--- src/rtl/cnu_pkg.sv ---
// Shared types and helpers for the min-sum check-node sequencer.
package cnu_pkg;

    typedef enum logic [1:0] {
        StCollect = 2'd0,
        StEval    = 2'd1,
        StCapt    = 2'd2
    } state_t;

    localparam int unsigned DATA_W = 7;
    localparam int unsigned IDX_W  = 8;

    function automatic int unsigned clog2(input int unsigned v);
        int unsigned r;
        r = 0;
        while ((32'd1 << r) < v) begin
            r++;
        end
        return r;
    endfunction

    function automatic int unsigned sat_sub(input int unsigned a, input int unsigned b);
        return (a > b) ? (a - b) : 32'd0;
    endfunction

endpackage

--- src/rtl/cnu_msg_buf.sv ---
// D-slot magnitude/sign buffer filled serially by a write pointer, with running sign parity.
module cnu_msg_buf
    import cnu_pkg::*;
#(
    parameter int unsigned data_w = DATA_W,
    parameter int unsigned D      = 5
) (
    input  logic                 clk,
    input  logic                 rst_n,
    input  logic                 i_wr,
    input  logic [data_w:0]      i_data,
    output logic [data_w*D-1:0]  o_mags,
    output logic [D-1:0]         o_signs,
    output logic                 o_parity,
    output logic                 o_last
);

    localparam int unsigned CNT_W = clog2(D);

    logic [CNT_W-1:0]    r_cnt;
    logic [data_w*D-1:0] r_mags;
    logic [D-1:0]        r_signs;
    logic                r_par;
    logic                w_sgn;
    logic [data_w-1:0]   w_mag;

    assign w_sgn    = i_data[data_w];
    assign w_mag    = i_data[data_w-1:0];
    assign o_last   = (r_cnt == CNT_W'(D - 1));
    assign o_mags   = r_mags;
    assign o_signs  = r_signs;
    assign o_parity = r_par;

    always_ff @(posedge clk or negedge rst_n) begin
        if (!rst_n) begin
            r_cnt   <= '0;
            r_mags  <= '0;
            r_signs <= '0;
            r_par   <= 1'b0;
        end else if (i_wr) begin
            r_mags[r_cnt*data_w +: data_w] <= w_mag;
            r_signs[r_cnt]                 <= w_sgn;
            // Slot 0 restarts the parity so no clear cycle is needed between rows.
            r_par                          <= (r_cnt == '0) ? w_sgn : (r_par ^ w_sgn);
            r_cnt                          <= o_last ? '0 : r_cnt + 1'b1;
        end
    end

endmodule

--- src/rtl/cnu_min_sched.sv ---
// Check-node sequencer: collects one row, fires the external min tree, emits a compressed message.
module cnu_min_sched
    import cnu_pkg::*;
#(
    parameter int unsigned data_w = DATA_W,
    parameter int unsigned idx_w  = IDX_W,
    parameter int unsigned D      = 5,
    parameter int unsigned OFFSET = 1,
    parameter int unsigned ROWS   = 4,
    localparam int unsigned row_w = (clog2(ROWS) < 1) ? 1 : clog2(ROWS)
) (
    input  logic                 clk,
    input  logic                 rst_n,
    input  logic                 in_valid,
    output logic                 in_ready,
    input  logic [data_w:0]      in_data,
    output logic                 tree_en,
    output logic [data_w*D-1:0]  tree_in,
    input  logic [data_w-1:0]    tree_min,
    input  logic [data_w-1:0]    tree_min2,
    input  logic [idx_w-1:0]     tree_min_idx,
    output logic                 out_valid,
    input  logic                 out_ready,
    output logic [data_w-1:0]    out_min,
    output logic [data_w-1:0]    out_min2,
    output logic [idx_w-1:0]     out_idx,
    output logic                 out_sgn,
    output logic [D-1:0]         out_signs,
    output logic [row_w-1:0]     out_row,
    output logic                 out_last
);

    state_t            r_state, w_state_d;
    logic [row_w-1:0]  r_row;
    logic              w_accept, w_capture, w_buf_last, w_parity;
    logic [D-1:0]      w_signs;
    logic [idx_w-1:0]  w_idx;

    assign in_ready  = rst_n && (r_state == StCollect);
    assign tree_en   = (r_state == StEval);
    assign w_accept  = in_valid && in_ready;
    assign w_capture = (r_state == StCapt) && (!out_valid || out_ready);
    // A padding slot can only win when every magnitude is all-ones; any real slot ties it.
    assign w_idx     = (tree_min_idx >= idx_w'(D)) ? idx_w'(D - 1) : tree_min_idx;

    cnu_msg_buf #(
        .data_w (data_w),
        .D      (D)
    ) u_buf (
        .clk      (clk),
        .rst_n    (rst_n),
        .i_wr     (w_accept),
        .i_data   (in_data),
        .o_mags   (tree_in),
        .o_signs  (w_signs),
        .o_parity (w_parity),
        .o_last   (w_buf_last)
    );

    always_comb begin
        w_state_d = r_state;
        unique case (r_state)
            StCollect: if (w_accept && w_buf_last) w_state_d = StEval;
            StEval:    w_state_d = StCapt;
            StCapt:    if (w_capture) w_state_d = StCollect;
            default:   w_state_d = StCollect;
        endcase
    end

    always_ff @(posedge clk or negedge rst_n) begin
        if (!rst_n) begin
            r_state   <= StCollect;
            r_row     <= '0;
            out_valid <= 1'b0;
            out_min   <= '0;
            out_min2  <= '0;
            out_idx   <= '0;
            out_sgn   <= 1'b0;
            out_signs <= '0;
            out_row   <= '0;
            out_last  <= 1'b0;
        end else begin
            r_state <= w_state_d;
            if (w_capture) begin
                out_valid <= 1'b1;
                out_min   <= data_w'(sat_sub(32'(tree_min), OFFSET));
                out_min2  <= data_w'(sat_sub(32'(tree_min2), OFFSET));
                out_idx   <= w_idx;
                out_sgn   <= w_parity;
                out_signs <= w_signs;
                out_row   <= r_row;
                out_last  <= (r_row == row_w'(ROWS - 1));
                r_row     <= (r_row == row_w'(ROWS - 1)) ? '0 : r_row + 1'b1;
            end else if (out_valid && out_ready) begin
                out_valid <= 1'b0;
            end
        end
    end

endmodule

--- config.mk ---
export PLATFORM = sky130hd
export DESIGN_NAME = cnu_min_sched
export DESIGN_NICKNAME = d
export VERILOG_FILES = /design/src/rtl/cnu_pkg.sv /design/src/rtl/cnu_msg_buf.sv /design/src/rtl/cnu_min_sched.sv
export SDC_FILE = /design/constraint.sdc
export NUM_CORES = 1
export LEC_CHECK = 0
export BUFFER_PORTS_ARGS = -buffer_cell sky130_fd_sc_hd__buf_2
export CORE_ASPECT_RATIO = 0.9
export CORE_MARGIN = 3
export CORE_UTILIZATION = 30
export CTS_BUF_LIST = sky130_fd_sc_hd__clkbuf_4 sky130_fd_sc_hd__clkbuf_8 sky130_fd_sc_hd__clkbuf_16
export DETAILED_ROUTE_END_ITERATION = 12
export GPL_TIMING_DRIVEN = 0
export HOLD_SLACK_MARGIN = 0.05
export PLACE_DENSITY = 0.61
export SETUP_SLACK_MARGIN = 0.5
export SYNTH_ARGS = -nofsm -noshare
export SYNTH_HDL_FRONTEND = slang
export SYNTH_HIERARCHICAL = 1
export SYNTH_SLANG_ARGS = --single-unit
export TNS_END_PERCENT = 10
--- constraint.sdc ---
create_clock -name clk -period 3.9 [get_ports clk]
set_input_delay 1.17 -clock clk [delete_from_list [all_inputs] [get_ports clk]]
set_output_delay 1.17 -clock clk [all_outputs]
set_load 0.05 [all_outputs]
==> flow_metrics.env <==
export IMPL_period_share=0.835
export IMPL_fill_cells=1136
export IMPL_final_hold_violation_count=0
export IMPL_clock_tree_root_cell="clkbuf_16"
export IMPL_path_clk_slew_ns=0.05
export IMPL_drc_errors=0
export IMPL_grt_max_degree=42
export IMPL_antenna_found_initial=0
export IMPL_die_w_microns=121
export IMPL_rows=37
export IMPL_crit_path_end_kind="output port"
export IMPL_multiInputGateArea_sq_um=1470
export IMPL_drive_above_1_share=0.417
export IMPL_syn_nets=343
export IMPL_clk_insertion_delay_late_ns=0.33
export IMPL_cts_tree="done"
export IMPL_synth_top_area_share=0.560
export IMPL_dpl_hpwl_mm=6.03
export IMPL_portBuffers=102
export IMPL_rr_worst_depth=7
export IMPL_setup_viol=0
export IMPL_ys_seq_area_frac=0.560
export IMPL_grt_pass1_wl_mm=13.0
export IMPL_cts_max_level=3
export IMPL_stdcell_area_sq_um=4610
export IMPL_fmax_mhz=307
export IMPL_cts_hold_buf=0
export IMPL_outcome="completed"
export IMPL_crit_family="buffers and inverters"
export IMPL_ant_nets=0
export IMPL_cts_resized=1
export IMPL_initialDrtViolationCount=170
export IMPL_die_area_sq_um=13300
export IMPL_post_dp_cell_area_sq_um=4310
export IMPL_cp_num_buf_inv=2
export IMPL_cp_depth=3
export IMPL_finalNetCount=457
export IMPL_cp_cell_sequence="buf_6 > nor3b_2 > buf_2"
export IMPL_cts_sinks=80
export IMPL_cts_buffers_inserted=9
export IMPL_wirelength_mm=7.99
export IMPL_dp_cells=557
export IMPL_regArea_sq_um=2000
export IMPL_first_pass_iters=4
export IMPL_rsz0062_at_grt="false"
export IMPL_worst_pin_slew_ns=0.587
export IMPL_final_cell_count_no_fill=573
export IMPL_grt_overflow=0
export IMPL_gp_congestion=0.852
export IMPL_syn_area_per_cell_sq_um=12.0
export IMPL_slew_headroom=0.607
export IMPL_tns_ns=0
export IMPL_power_density_nw_per_um2=898
export IMPL_min_period_ns=3.26
export IMPL_syn_area_sq_um=3570
export IMPL_post_cts_buffers=0
export IMPL_worstPathArrival_ns=2.09
export IMPL_io_pin_count=103
export IMPL_grtUsageTotal=0.127
export IMPL_required_ns=2.73
export IMPL_syn_to_final_growth_pct=29.1
export IMPL_slew_violations=0
export IMPL_start_util=0.310
export IMPL_leakagePower_nw=2.34
export IMPL_synth_top_area_cell="dfrtp_1"
export IMPL_synth_cell_types=37
export IMPL_clock_skew_final_ns=0.00826
export IMPL_yosysWarnings=6
export IMPL_num_vias=2614
export IMPL_core_area_sq_um=11500
export IMPL_die_height_microns=110
export IMPL_grt_pass1_vias=2630
export IMPL_p_total_mw=4.14
export IMPL_slowest_stage="buf_6"
export IMPL_startpoint_type="primary input"
export IMPL_wire_per_inst_microns=13.9
export IMPL_crit_path_max_fanout=41
export IMPL_synth_seq_cells=80
export IMPL_min_path_type="reg -> reg"
export IMPL_syn_inst=298
export IMPL_hold_path_cell_count=2
export IMPL_crit_type="in -> out"
export IMPL_ir_worst_vdd_mv=0.447
export IMPL_cpPeakStageDelay_ns=0.32
export IMPL_synthTopCellsByArea="dfrtp_1 (56%), mux2_2 (8.5%), nand2_1 (5.9%)"
export IMPL_maxCapViolCount=0
export IMPL_via_per_inst=4.56
export IMPL_clockBufferDepth=2
export IMPL_n_antenna_cell=0
layout by cell type, fill, tap and decap left out, types with 3 or more instances in the layout:
| master | netlist | routed |
|---|---|---|
| buf_6 | 4 | 5 |
| o21ai_0 | 22 | 22 |
| mux2_2 | 27 | 27 |
| clkbuf_1 | 4 | 4 |
| nand2_1 | 56 | 56 |
| and2_1 | 7 | 7 |
| ha_1 | 11 | 11 |
| xnor2_1 | 4 | 4 |
| buf_2 | 3 | 104 |
| xor2_1 | 4 | 4 |
| nand3_1 | 4 | 4 |
| clkbuf_16 | 0 | 9 |
| o31ai_1 | 12 | 12 |
| nor2_1 | 6 | 6 |
| nor3_1 | 6 | 6 |
| and3_1 | 3 | 3 |
| dfrtp_1 | 80 | 80 |
| mux2_4 | 9 | 9 |
| inv_1 | 8 | 8 |
cell type report:
| cell class | count | area share |
|---|---|---|
| buffer | 11 | 0.0163 |
| clock buffer | 11 | 0.0534 |
| clock inverter | 5 | 0.0122 |
| inverter | 8 | 0.00651 |
| multi-input combinational | 199 | 0.319 |
| sequential | 80 | 0.434 |
| tap | 156 | 0.0423 |
| timing repair buffer | 103 | 0.116 |
state kept, by name, indices dropped and copies added (netlist names):
register and cells:
out_min 7, u_buf/r_cnt 3, u_buf/o_mags 35, out_signs 5, r_row 2, out_last 1, u_buf/o_signs 5, out_idx 8
r_state 2, out_valid 1, out_min2 7, out_row 2, out_sgn 1, u_buf/o_parity 1
cells by family after synthesis:
family          synth area share
compound gates            0.0725
xor+xnor                  0.0196
buf+inv                   0.0294
fa+ha+maj                 0.0385
flops                      0.560
simple gates               0.151
mux                        0.129
synthesized netlist by cell type:
| cell | number |
|---|---|
| nand3b_1 | 2 |
| or4_4 | 1 |
| nand3_1 | 4 |
| a21o_1 | 1 |
| o31ai_1 | 12 |
| nor3_1 | 6 |
| nor2_2 | 2 |
| o21ai_0 | 22 |
| inv_1 | 8 |
| buf_6 | 4 |
| nor4b_4 | 1 |
| o22ai_1 | 1 |
| xor2_1 | 4 |
| nand2_1 | 56 |
| clkbuf_1 | 4 |
| o21bai_1 | 1 |
| buf_2 | 3 |
| nor4b_2 | 1 |
| xnor2_1 | 4 |
| ha_1 | 11 |
| nor2b_1 | 2 |
| and2b_1 | 1 |
| nor3b_1 | 1 |
| nor4_4 | 1 |
| and2_1 | 7 |
| nor3_4 | 1 |
| o21ai_2 | 2 |
| mux2_4 | 9 |
| and3_1 | 3 |
| nor4_1 | 2 |
| nand2b_1 | 2 |
| nand2b_4 | 2 |
| mux2_2 | 27 |
| nor2_1 | 6 |
| dfrtp_1 | 80 |
| a32o_1 | 2 |
| mux2i_1 | 2 |
power breakdown:
group          switching (mW)  internal (mW)  leakage, nW
logic                    1.41          0.543         1.16
clock network           0.323          0.519        0.149
registers               0.193           1.15         1.03
total                    1.93           2.21         2.34
worst min-delay path, cell delays in order, from the launching register on:
cell and delay [ns]:
dfrtp_1 0.33, nand2_1 0.06, o21ai_2 0.05
worst paths after layout:
| kind | end | start | slack, ns |
|---|---|---|---|
| hold / removal | out_idx[1]$_DFFE_PN0P_ | out_idx[1]$_DFFE_PN0P_ | 0.47 |
| setup reg to reg | u_buf/o_mags[18]$_DFFE_PN0P_ | u_buf/r_cnt[0]$_DFFE_PN0P_ | 1.33 |
| setup / recovery | in_ready | rst_n | 0.64 |
| max in group asynchronous | u_buf/o_mags[19]$_DFFE_PN0P_ | rst_n | 2.61 |
| hold reg to reg | out_idx[1]$_DFFE_PN0P_ | out_idx[1]$_DFFE_PN0P_ | 0.47 |
| min in group asynchronous | out_min2[5]$_DFFE_PN0P_ | rst_n | 0.74 |
metrics by stage:
step	setup WS, ns	hold WS, ns	util
after floorplan	0.750	0.476	-
after global placement	-0.568	0.457	0.372
after detailed placement	0.397	0.462	0.374
after CTS	0.601	0.475	0.400
after global routing	0.507	0.506	0.400
final	0.642	0.473	0.400
layer usage:
layer  wire length (microns)  track usage
met5                       0            0
met3                     673       0.0442
met4                      99       0.0437
met2                    3610        0.198
met1                    3610        0.164
Note: power is estimated with default switching activity, not from simulation.
